`src/rtl/iomem_slot_ctrl_if.sv`:
```
// Bus bundle for iomem_slot_ctrl: PicoSoC iomem side plus the shared per-slot request bus.
interface iomem_slot_ctrl_if #(
  parameter int NSLOTS = 4
);
  logic                     iomem_valid;
  logic                     iomem_ready;
  logic [3:0]               iomem_wstrb;
  logic [31:0]              iomem_addr;
  logic [31:0]              iomem_wdata;
  logic [31:0]              iomem_rdata;
  logic [NSLOTS-1:0]        s_valid;
  logic [NSLOTS-1:0]        s_ready;
  logic [3:0]               s_wstrb;
  logic [19:0]              s_addr;
  logic [31:0]              s_wdata;
  logic [32*NSLOTS-1:0]     s_rdata;

  modport slave (
    input  iomem_valid, iomem_wstrb, iomem_addr, iomem_wdata, s_ready, s_rdata,
    output iomem_ready, iomem_rdata, s_valid, s_wstrb, s_addr, s_wdata
  );

  modport master (
    output iomem_valid, iomem_wstrb, iomem_addr, iomem_wdata, s_ready, s_rdata,
    input  iomem_ready, iomem_rdata, s_valid, s_wstrb, s_addr, s_wdata
  );
endinterface

```
`src/rtl/iomem_slot_ctrl.sv`:
```
// Claims one iomem region, sequences a request/ack handshake to one of NSLOTS slots,
// and answers unmapped or hung slots with ERR_DATA so the CPU never stalls.
module iomem_slot_ctrl #(
  parameter int          NSLOTS   = 4,
  parameter logic [7:0]  REGION   = 8'h03,
  parameter int          TIMEOUT  = 255,
  parameter logic [31:0] ERR_DATA = 32'hBADC0DE0
) (
  input  logic                clk,
  input  logic                resetn,
  iomem_slot_ctrl_if.slave    bus,
  output logic                err_irq,
  output logic [7:0]          err_count
);

  typedef enum logic [1:0] {IDLE, ACCESS, RESP} state_t;

  localparam logic [4:0]  NS5 = 5'(NSLOTS);
  localparam logic [15:0] TO16 = 16'(TIMEOUT);

  state_t      state;
  logic [3:0]  slot;
  logic [15:0] cnt;
  logic [3:0]  req_slot;
  logic        claim;
  logic        ack;
  logic [31:0] rd_sel;

  assign req_slot = bus.iomem_addr[23:20];
  assign claim    = bus.iomem_valid && (bus.iomem_addr[31:24] == REGION) &&
                    (state == IDLE) && !bus.iomem_ready;
  // s_valid is one-hot on the latched slot, so this masks off every other slot's ack
  assign ack      = |(bus.s_ready & bus.s_valid);

  always_comb begin
    rd_sel = '0;
    for (int i = 0; i < NSLOTS; i++)
      if (slot == 4'(i)) rd_sel = bus.s_rdata[i*32 +: 32];
  end

  always_ff @(posedge clk or negedge resetn) begin
    if (!resetn) begin
      state           <= IDLE;
      slot            <= '0;
      cnt             <= '0;
      bus.iomem_ready <= 1'b0;
      bus.iomem_rdata <= '0;
      bus.s_valid     <= '0;
      bus.s_wstrb     <= '0;
      bus.s_addr      <= '0;
      bus.s_wdata     <= '0;
      err_irq         <= 1'b0;
      err_count       <= '0;
    end else begin
      bus.iomem_ready <= 1'b0;
      err_irq         <= 1'b0;
      case (state)
        IDLE: begin
          bus.iomem_rdata <= '0;
          if (claim) begin
            if ({1'b0, req_slot} < NS5) begin
              state       <= ACCESS;
              slot        <= req_slot;
              cnt         <= '0;
              bus.s_valid <= NSLOTS'(1) << req_slot;
              bus.s_addr  <= bus.iomem_addr[19:0];
              bus.s_wstrb <= bus.iomem_wstrb;
              bus.s_wdata <= bus.iomem_wdata;
            end else begin
              // unmapped slot: error straight away, nothing reaches the slots
              state           <= RESP;
              bus.iomem_ready <= 1'b1;
              bus.iomem_rdata <= ERR_DATA;
              err_irq         <= 1'b1;
              if (err_count != 8'hFF) err_count <= err_count + 8'd1;
            end
          end
        end
        ACCESS: begin
          cnt <= cnt + 16'd1;
          if (ack) begin
            state           <= RESP;
            bus.s_valid     <= '0;
            bus.iomem_ready <= 1'b1;
            bus.iomem_rdata <= (bus.s_wstrb != 4'd0) ? 32'd0 : rd_sel;
          end else if (cnt == TO16) begin
            state           <= RESP;
            bus.s_valid     <= '0;
            bus.iomem_ready <= 1'b1;
            bus.iomem_rdata <= ERR_DATA;
            err_irq         <= 1'b1;
            if (err_count != 8'hFF) err_count <= err_count + 8'd1;
          end
        end
        RESP: begin
          state           <= IDLE;
          bus.iomem_rdata <= '0;
        end
        default: state <= IDLE;
      endcase
    end
  end

endmodule

```
`src/flat_wrapper.sv`:
```
// flat-port wrapper written by rule: the top's interface ports become plain ports
module iomem_slot_ctrl_flat 
#(
  parameter int          NSLOTS   = 4,
  parameter logic [7:0]  REGION   = 8'h03,
  parameter int          TIMEOUT  = 255,
  parameter logic [31:0] ERR_DATA = 32'hBADC0DE0
)
  (clk, resetn, err_irq, err_count, bus_iomem_valid, bus_iomem_wstrb, bus_iomem_addr, bus_iomem_wdata, bus_s_ready, bus_s_rdata, bus_iomem_ready, bus_iomem_rdata, bus_s_valid, bus_s_wstrb, bus_s_addr, bus_s_wdata);
  iomem_slot_ctrl_if #(.NSLOTS(NSLOTS)) bus_i ();
  input  logic clk;
  input  logic resetn;
  output logic err_irq;
  output logic [7:0] err_count;
  input wire logic [$bits(bus_i.iomem_valid)-1:0] bus_iomem_valid;
  input wire logic [$bits(bus_i.iomem_wstrb)-1:0] bus_iomem_wstrb;
  input wire logic [$bits(bus_i.iomem_addr)-1:0] bus_iomem_addr;
  input wire logic [$bits(bus_i.iomem_wdata)-1:0] bus_iomem_wdata;
  input wire logic [$bits(bus_i.s_ready)-1:0] bus_s_ready;
  input wire logic [$bits(bus_i.s_rdata)-1:0] bus_s_rdata;
  output wire logic [$bits(bus_i.iomem_ready)-1:0] bus_iomem_ready;
  output wire logic [$bits(bus_i.iomem_rdata)-1:0] bus_iomem_rdata;
  output wire logic [$bits(bus_i.s_valid)-1:0] bus_s_valid;
  output wire logic [$bits(bus_i.s_wstrb)-1:0] bus_s_wstrb;
  output wire logic [$bits(bus_i.s_addr)-1:0] bus_s_addr;
  output wire logic [$bits(bus_i.s_wdata)-1:0] bus_s_wdata;
  assign bus_i.iomem_valid = bus_iomem_valid;
  assign bus_i.iomem_wstrb = bus_iomem_wstrb;
  assign bus_i.iomem_addr = bus_iomem_addr;
  assign bus_i.iomem_wdata = bus_iomem_wdata;
  assign bus_i.s_ready = bus_s_ready;
  assign bus_i.s_rdata = bus_s_rdata;
  assign bus_iomem_ready = bus_i.iomem_ready;
  assign bus_iomem_rdata = bus_i.iomem_rdata;
  assign bus_s_valid = bus_i.s_valid;
  assign bus_s_wstrb = bus_i.s_wstrb;
  assign bus_s_addr = bus_i.s_addr;
  assign bus_s_wdata = bus_i.s_wdata;
  iomem_slot_ctrl #(.NSLOTS(NSLOTS), .REGION(REGION), .TIMEOUT(TIMEOUT), .ERR_DATA(ERR_DATA)) u_core (.clk(clk), .resetn(resetn), .bus(bus_i), .err_irq(err_irq), .err_count(err_count));
endmodule
```
`config.mk`:
```
export PLATFORM = sky130hd
export DESIGN_NAME = iomem_slot_ctrl_flat
export DESIGN_NICKNAME = d
export VERILOG_FILES = /design/src/rtl/iomem_slot_ctrl_if.sv /design/src/rtl/iomem_slot_ctrl.sv /design/src/flat_wrapper.sv
export SDC_FILE = /design/constraint.sdc
export NUM_CORES = 1
export LEC_CHECK = 0
export ABC_AREA = 1
export BUFFER_PORTS_ARGS = -buffer_cell sky130_fd_sc_hd__clkbuf_2
export CAP_MARGIN = 5
export CORE_AREA = 2 2 117 119
export CTS_BUF_LIST = sky130_fd_sc_hd__clkbuf_8
export CTS_CLUSTER_DIAMETER = 80
export CTS_CLUSTER_SIZE = 28
export DETAILED_ROUTE_END_ITERATION = 12
export DIE_AREA = 0 0 119 121
export HOLD_SLACK_MARGIN = 0.1
export PLACE_DENSITY = 0.88
export SLEW_MARGIN = 20
export SYNTH_ARGS = -nofsm -noshare
export SYNTH_HDL_FRONTEND = slang
export SYNTH_SLANG_ARGS = --single-unit
```
`constraint.sdc`:
```
create_clock -name clk -period 2.8 [get_ports clk]
set_input_delay 0.42 -clock clk [delete_from_list [all_inputs] [get_ports clk]]
set_output_delay 0.42 -clock clk [all_outputs]
set_load 0.1 [all_outputs]
```
Word level (Yosys, flattened, before mapping)

Index checks and enable logic that the tools add are counted.

Muxes and demuxes: 36
Bitwise logic cells: 1
$lt $le $gt $ge: 1
Reductions and logical operators: 16
$add $sub $neg: 2
Equal/unequal tests: 14
Shifts and indexed selects: 1

Operators with widths:

| cell                                                                          | count |
|---|---|
| 32-bit two-way mux                                                            | 9 |
| 32-bit case mux with 3 select lines                                           | 1 |
| 8-bit two-way mux                                                             | 5 |
| 16-bit two-way mux                                                            | 2 |
| 16-bit case mux with 2 select lines                                           | 1 |
| 16-bit by 1-bit adder with 16-bit output (second input constant)              | 1 |
| 16-bit by 8-bit equality test with 1-bit output (second input constant)       | 1 |
| 4-bit two-way mux                                                             | 4 |
| 8-bit case mux with 2 select lines                                            | 1 |
| 8-bit by 1-bit adder with 8-bit output (second input constant)                | 1 |
| 4-bit by 2-bit equality test with 1-bit output (second input constant)        | 2 |
| 8-bit by 2-bit equality test with 1-bit output (second input constant)        | 1 |
| 2-bit two-way mux                                                             | 4 |
| 8-bit != test (second input constant)                                         | 1 |
| 4-bit case mux with 2 select lines                                            | 1 |
| 2-bit != test (second input constant)                                         | 3 |
| 3-bit AND reduction                                                           | 2 |
| 1-bit two-way mux                                                             | 5 |
| 5-bit AND reduction                                                           | 1 |
| 4-bit AND                                                                     | 1 |
| 4-bit by 1-bit equality test with 1-bit output (second input constant)        | 1 |
| 4-bit logical NOT                                                             | 1 |
| 4-bit by 3-bit less-than comparator with 1-bit output (second input constant) | 1 |
| 2-bit by 1-bit != test with 1-bit output (second input constant)              | 2 |
| 15 further kinds                                                              | 19 |

Input port bits: 203
Register bits after elaboration: 124
Logic and storage cells: 82

Depth between registers and ports, before layout

Word-level depth: 8
Depth in mapped cells: 12

Least setup slack after synthesis

Ideal clock, no wire load.

Kind: register to register
Start point: reg u_core.err_count[1]
End point: reg u_core.err_count[4]
Arrival: 2071 ps
Data required time: 2732 ps
Stages on the path, launching flop included: 10
Setup slack: 661 ps
Setup time: 68 ps
Clock period less this slack: 2139 ps
Cells stage by stage: dfrtp_1 > ha_1 > nand2_1 > nor2_1 > nand2_1 > nand3_1 > inv_1 > nand4_1 > nand2_1 > nand2_1

Cells in the longest elaborated chain, start to end: 5

Ends and longest elaborated chain:

| what                                                                    | line                                         | text |
|---|---|---|
| from (decl)                                                             | iomem_slot_ctrl.sv:13                        | `output logic [7:0] err_count` |
| from (signal assigned)                                                  | iomem_slot_ctrl.sv:75                        | `if (err_count != 8'hFF) err_count <= err_count + 8'd1;` |
| from (signal assigned)                                                  | iomem_slot_ctrl.sv:92                        | `if (err_count != 8'hFF) err_count <= err_count + 8'd1;` |
| 8-bit by 1-bit adder with 8-bit output or 8-bit != test (tied branches) | iomem_slot_ctrl.sv:75, iomem_slot_ctrl.sv:92 |  |
| 8-bit two-way mux *                                                     | iomem_slot_ctrl.sv:75, iomem_slot_ctrl.sv:92 |  |
| 8-bit two-way mux (on tied branches)                                    | iomem_slot_ctrl.sv:86, iomem_slot_ctrl.sv:61 |  |
| 8-bit two-way mux (on tied branches)                                    | iomem_slot_ctrl.sv:81, iomem_slot_ctrl.sv:60 |  |
| 8-bit case mux with 2 select lines *                                    | iomem_slot_ctrl.sv:57                        | `case (state)` |

Every way passes the cells marked *; elsewhere a longest branch is shown, timed or not. The select of a mux whose other input is x is not followed.
A chain may end at the register's enable or synchronous reset.

Worst setup path after layout

Start point: reg u_core.cnt[0]
End point: reg u_core.bus.iomem_rdata[10]

Cells in the longest elaborated chain, start to end: 3

Ends and longest elaborated chain:

| what                                                      | line                     | text |
|---|---|---|
| from (decl)                                               | iomem_slot_ctrl.sv:23    | `logic [15:0] cnt;` |
| from (signal assigned)                                    | iomem_slot_ctrl.sv:80    | `cnt <= cnt + 16'd1;` |
| 16-bit by 8-bit equality test with 1-bit output           | iomem_slot_ctrl.sv:86    | `end else if (cnt == TO16) begin` |
| 3-bit by 1-bit != test with 1-bit output (no source line) | --                       |  |
| 2-bit AND reduction (no source line)                      | --                       |  |
| to (signal assigned)                                      | iomem_slot_ctrl.sv:85    | `bus.iomem_rdata <= (bus.s_wstrb != 4'd0) ? 32'd0 : rd_sel;` |
| to (decl)                                                 | iomem_slot_ctrl_if.sv:20 | `output iomem_ready, iomem_rdata, s_valid, s_wstrb, s_addr, s_wdata` |

Every way passes these cells.

==> run metrics <==
Fmax=0.4094 GHz; asr flop ratio synth=1.000; Worst slew margin=0.4917; delay-heaviest family, CP=simple AND/OR/NAND/NOR gates; area of the die=14400 um2; gr usage total=0.2788; worst-case clock buffer depth=2; largest family of logic cells by synthesized area=simple AND/OR/NAND/NOR gates; final hold viol count=0; Yosys top cell by area=dfrtp_1; clk_lat worst skew=0.43 ns; H-tree depth=4; Final ANT Viol Nets=0; IO Pins=305; residual DRC count=0; Pleak=5.173 nW; Synth Register Bits=124; Die Y-Extent=121 um; Worst R2R End=u_core.bus.iomem_rdata[10]$_DFFE_PN0P_; Peak VDD IR=0.7215 mV; critical path cell sequence=ha_1 -> nand3_1 -> nor2_1 -> nand2_1 -> nand3_2 -> nand2_2 -> nor2_4 -> a21oi_1; TritonCTS clock tree=yes; Crit path largest cell delay=0.45 ns; Synth cell types=31; reg2reg start=u_core.cnt[0]$_DFFE_PN0P_; clk root buf=clkbuf_8; final worst path period need=2.443 ns; RD Place Congestion=0.8875; Worst Path Buf+Inv=0; Vias/cell=5.236; Antenna diodes=0; worst-case reg-to-reg path depth=8; largest net degree at the start of global routing=60; Initial Util=0.5261; clock sinks=124; routed wire length=20070 um; Post-synth top flop=dfrtp_1; worst hold path class=primary input to flip-flop; share of cells above drive strength 1=0.3485; Max Cap Viol=0; CP max FO=24; unrepaired setup endpoints after global routing=no; Cells after Synth=879; fin. max-slew vios=0; I/O Buffers=304; final worst path period share=0.8724; synthesized net count=1087; sequential area share after synthesis=0.4507; vias in the first global route=6772; WHS Path Cells=2; row count=42; Synth Cell Area=6884 um2; simple-gate portion of the synthesized area=0.3215; final net count=1384; Worst Hold Path EP=u_core.bus.s_wdata[29]$_DFFE_PN0P_; top cells by area, synth=dfrtp_1 45%, nand2_1 15%, mux2_2 8.2%; Post-synth EDFFs=0; post-synthesis compound-gate area fraction=0.05507; Tightest Pin Transition=0.7624 ns; # setup viols final=0; CP required=3.09 ns; Hold Crit Start=bus_iomem_wdata[29]; Syn Area/Cell=7.832 um2; post-DR wirelength/cell=14.71 um; TNS Setup=0 ns; Num CTS Buffers=17; PostCTS Resize Cnt=0; global-route wire length before repair=31870 um; PnR worst setup slack=0.3574 ns; post-synthesis adder-cell area fraction=0.009088; Core Area=13090 um2; status=completed; Post-CTS Setup Inserts=0; area grow syn2layout=29.93%; mux contribution to synthesized area=0.08506; yosys synthesis warning count=0; FF-to-FF setup slack=0.36 ns; xor/xnor share of the synthesized area=0.008906; Vias=7142; skew final=0.01107 ns; DP HPWL=15380 um; clk slew on worst S/H paths=0.07 ns; Iter 0 DRT Violations=568; initial antenna violation count=0; worst setup path category=flip-flop to flip-flop; Worst Setup Start Kind=flip-flop; Worst setup EP type=flip-flop; hold slack=0.2012 ns; Yosys top cell area share=0.4507; DIE WIDTH=119 um; Worst EP arrival=2.74 ns; slowest CP cell=dfrtp_1; pwr dens=727.0 nW/um2; DP Worst Slack=0.4177 ns; GR Overflow Total=0; DRT Pass-1 Iters=5
-- worst max-delay path by stage --
stage	end	slack (ns)	from	depth (start not counted)
finish	u_core.bus.iomem_rdata[10]$_DFFE_PN0P_	0.36	u_core.cnt[0]$_DFFE_PN0P_	8
global route	u_core.bus.iomem_rdata[29]$_DFFE_PN0P_	0.16	u_core.cnt[0]$_DFFE_PN0P_	8
CTS	u_core.bus.iomem_rdata[10]$_DFFE_PN0P_	0.40	u_core.cnt[0]$_DFFE_PN0P_	8
detailed placement	u_core.bus.iomem_rdata[11]$_DFFE_PN0P_	0.42	u_core.cnt[0]$_DFFE_PN0P_	8
global placement	u_core.bus.iomem_rdata[7]$_DFFE_PN0P_	0.56	u_core.cnt[0]$_DFFE_PN0P_	8
floorplan	u_core.err_count[4]$_DFFE_PN0P_	0.66	u_core.err_count[1]$_DFFE_PN0P_	9
-- state kept, by name, summed over array words and instances, names as in the netlist --
register                flops
u_core.bus.iomem_rdata     32
u_core.bus.s_wdata         32
u_core.bus.s_addr          20
u_core.cnt                 16
u_core.err_count            8
u_core.bus.s_valid          4
u_core.bus.s_wstrb          4
u_core.slot                 4
u_core.state                2
u_core.bus.iomem_ready      1
u_core.err_irq              1
-- power breakdown --
group          total (mW)  switching, mW  leakage (nW)  internal [mW]
Sequential           2.20          0.211          1.69           1.99
Combinational        2.67           2.07          3.28          0.604
Clock                1.62          0.709         0.198          0.915
Total                6.50           2.99          5.17           3.51
-- through the flow --
| stage | cell area, um2 | power (mW) | utilization | instances |
|---|---|---|---|---|
| 2_1_floorplan | 6884 | 4.246 | - | 879 |
| 3_3_place_gp | 8522 | 4.860 | 0.6513 | 1332 |
| 3_5_place_dp | 8522 | 4.886 | 0.6513 | 1332 |
| 4_1_cts | 8942 | 6.522 | 0.6834 | 1364 |
| 5_1_grt | 8945 | 6.848 | 0.6836 | 1364 |
| 6_report | 8945 | 6.503 | 0.6836 | 1364 |
-- cells in the final DEF, fill, tap and decap left out, drive strengths merged --
cell type / count
a21oi: 32
a31o: 3
buf: 12
bufinv: 3
clkbuf: 322
clkinv: 3
clkinvlp: 5
dfrtp: 124
dlygate4sd3: 1
ha: 5
inv: 73
mux2: 52
nand2: 269
nand3: 109
nand3b: 11
nand4: 24
nor2: 85
nor3: 8
o21ai: 37
o31ai: 1
or2: 2
xnor2: 3
xor2: 4
-- layer usage --
layer,part of all wire,routed length [um],GRT usage
met1,0.38,7695,0.3244
met2,0.52,10410,0.4989
met3,0.079,1585,0.06814
met4,0.019,377,0.1027
met5,0,0,0
-- cell usage after synthesis (3+ instances only) --
master,instances
nor2_1,80
nor2_2,3
nand3_1,107
buf_6,4
a21oi_1,32
xnor2_1,3
nand3b_1,11
buf_4,3
o21ai_0,37
ha_1,5
xor2_1,4
mux2_2,50
nor3_1,6
a31o_2,3
inv_1,69
buf_2,20
dfrtp_1,124
nand2_1,267
clkbuf_1,10
nand4_1,24
-- logic make-up (layout without fill, tap and decap cells) --
kind of cell | Yosys count | count (layout)
XOR/XNOR | 7 | 7
buffers and inverters | 110 | 419
adder cells (fa/ha/maj) | 5 | 5
flip-flops | 124 | 124
multiplexers | 52 | 52
AND/OR/NAND/NOR | 508 | 508
AO/OA/AOI/OAI | 73 | 73
-- layout make-up --
class / count / area, um2
fillers: 1102 / 4140
multi-input cells: 645 / 3312
flip-flops and latches: 124 / 3103
repair buffers: 316 / 1629
inverters: 72 / 270.3
clock buffers: 19 / 261.5
well taps: 176 / 220.2
clock inverters: 12 / 148.9
-- worst reg2reg max path: stages, from the launching register on --
cell     delay, ns
dfrtp_1       0.45
ha_1          0.27
nand3_1       0.17
nor2_1        0.22
nand2_1       0.15
nand3_2       0.24
nand2_2       0.35
nor2_4        0.34
a21oi_1       0.12
-- timing repair --
action | in CTS | in global routing
endpoints found under the setup margin | 0 | 0
hold endpoints to repair | 57 | 0
hold buffers | 1 | 0
(Power assumes the default switching activity.)
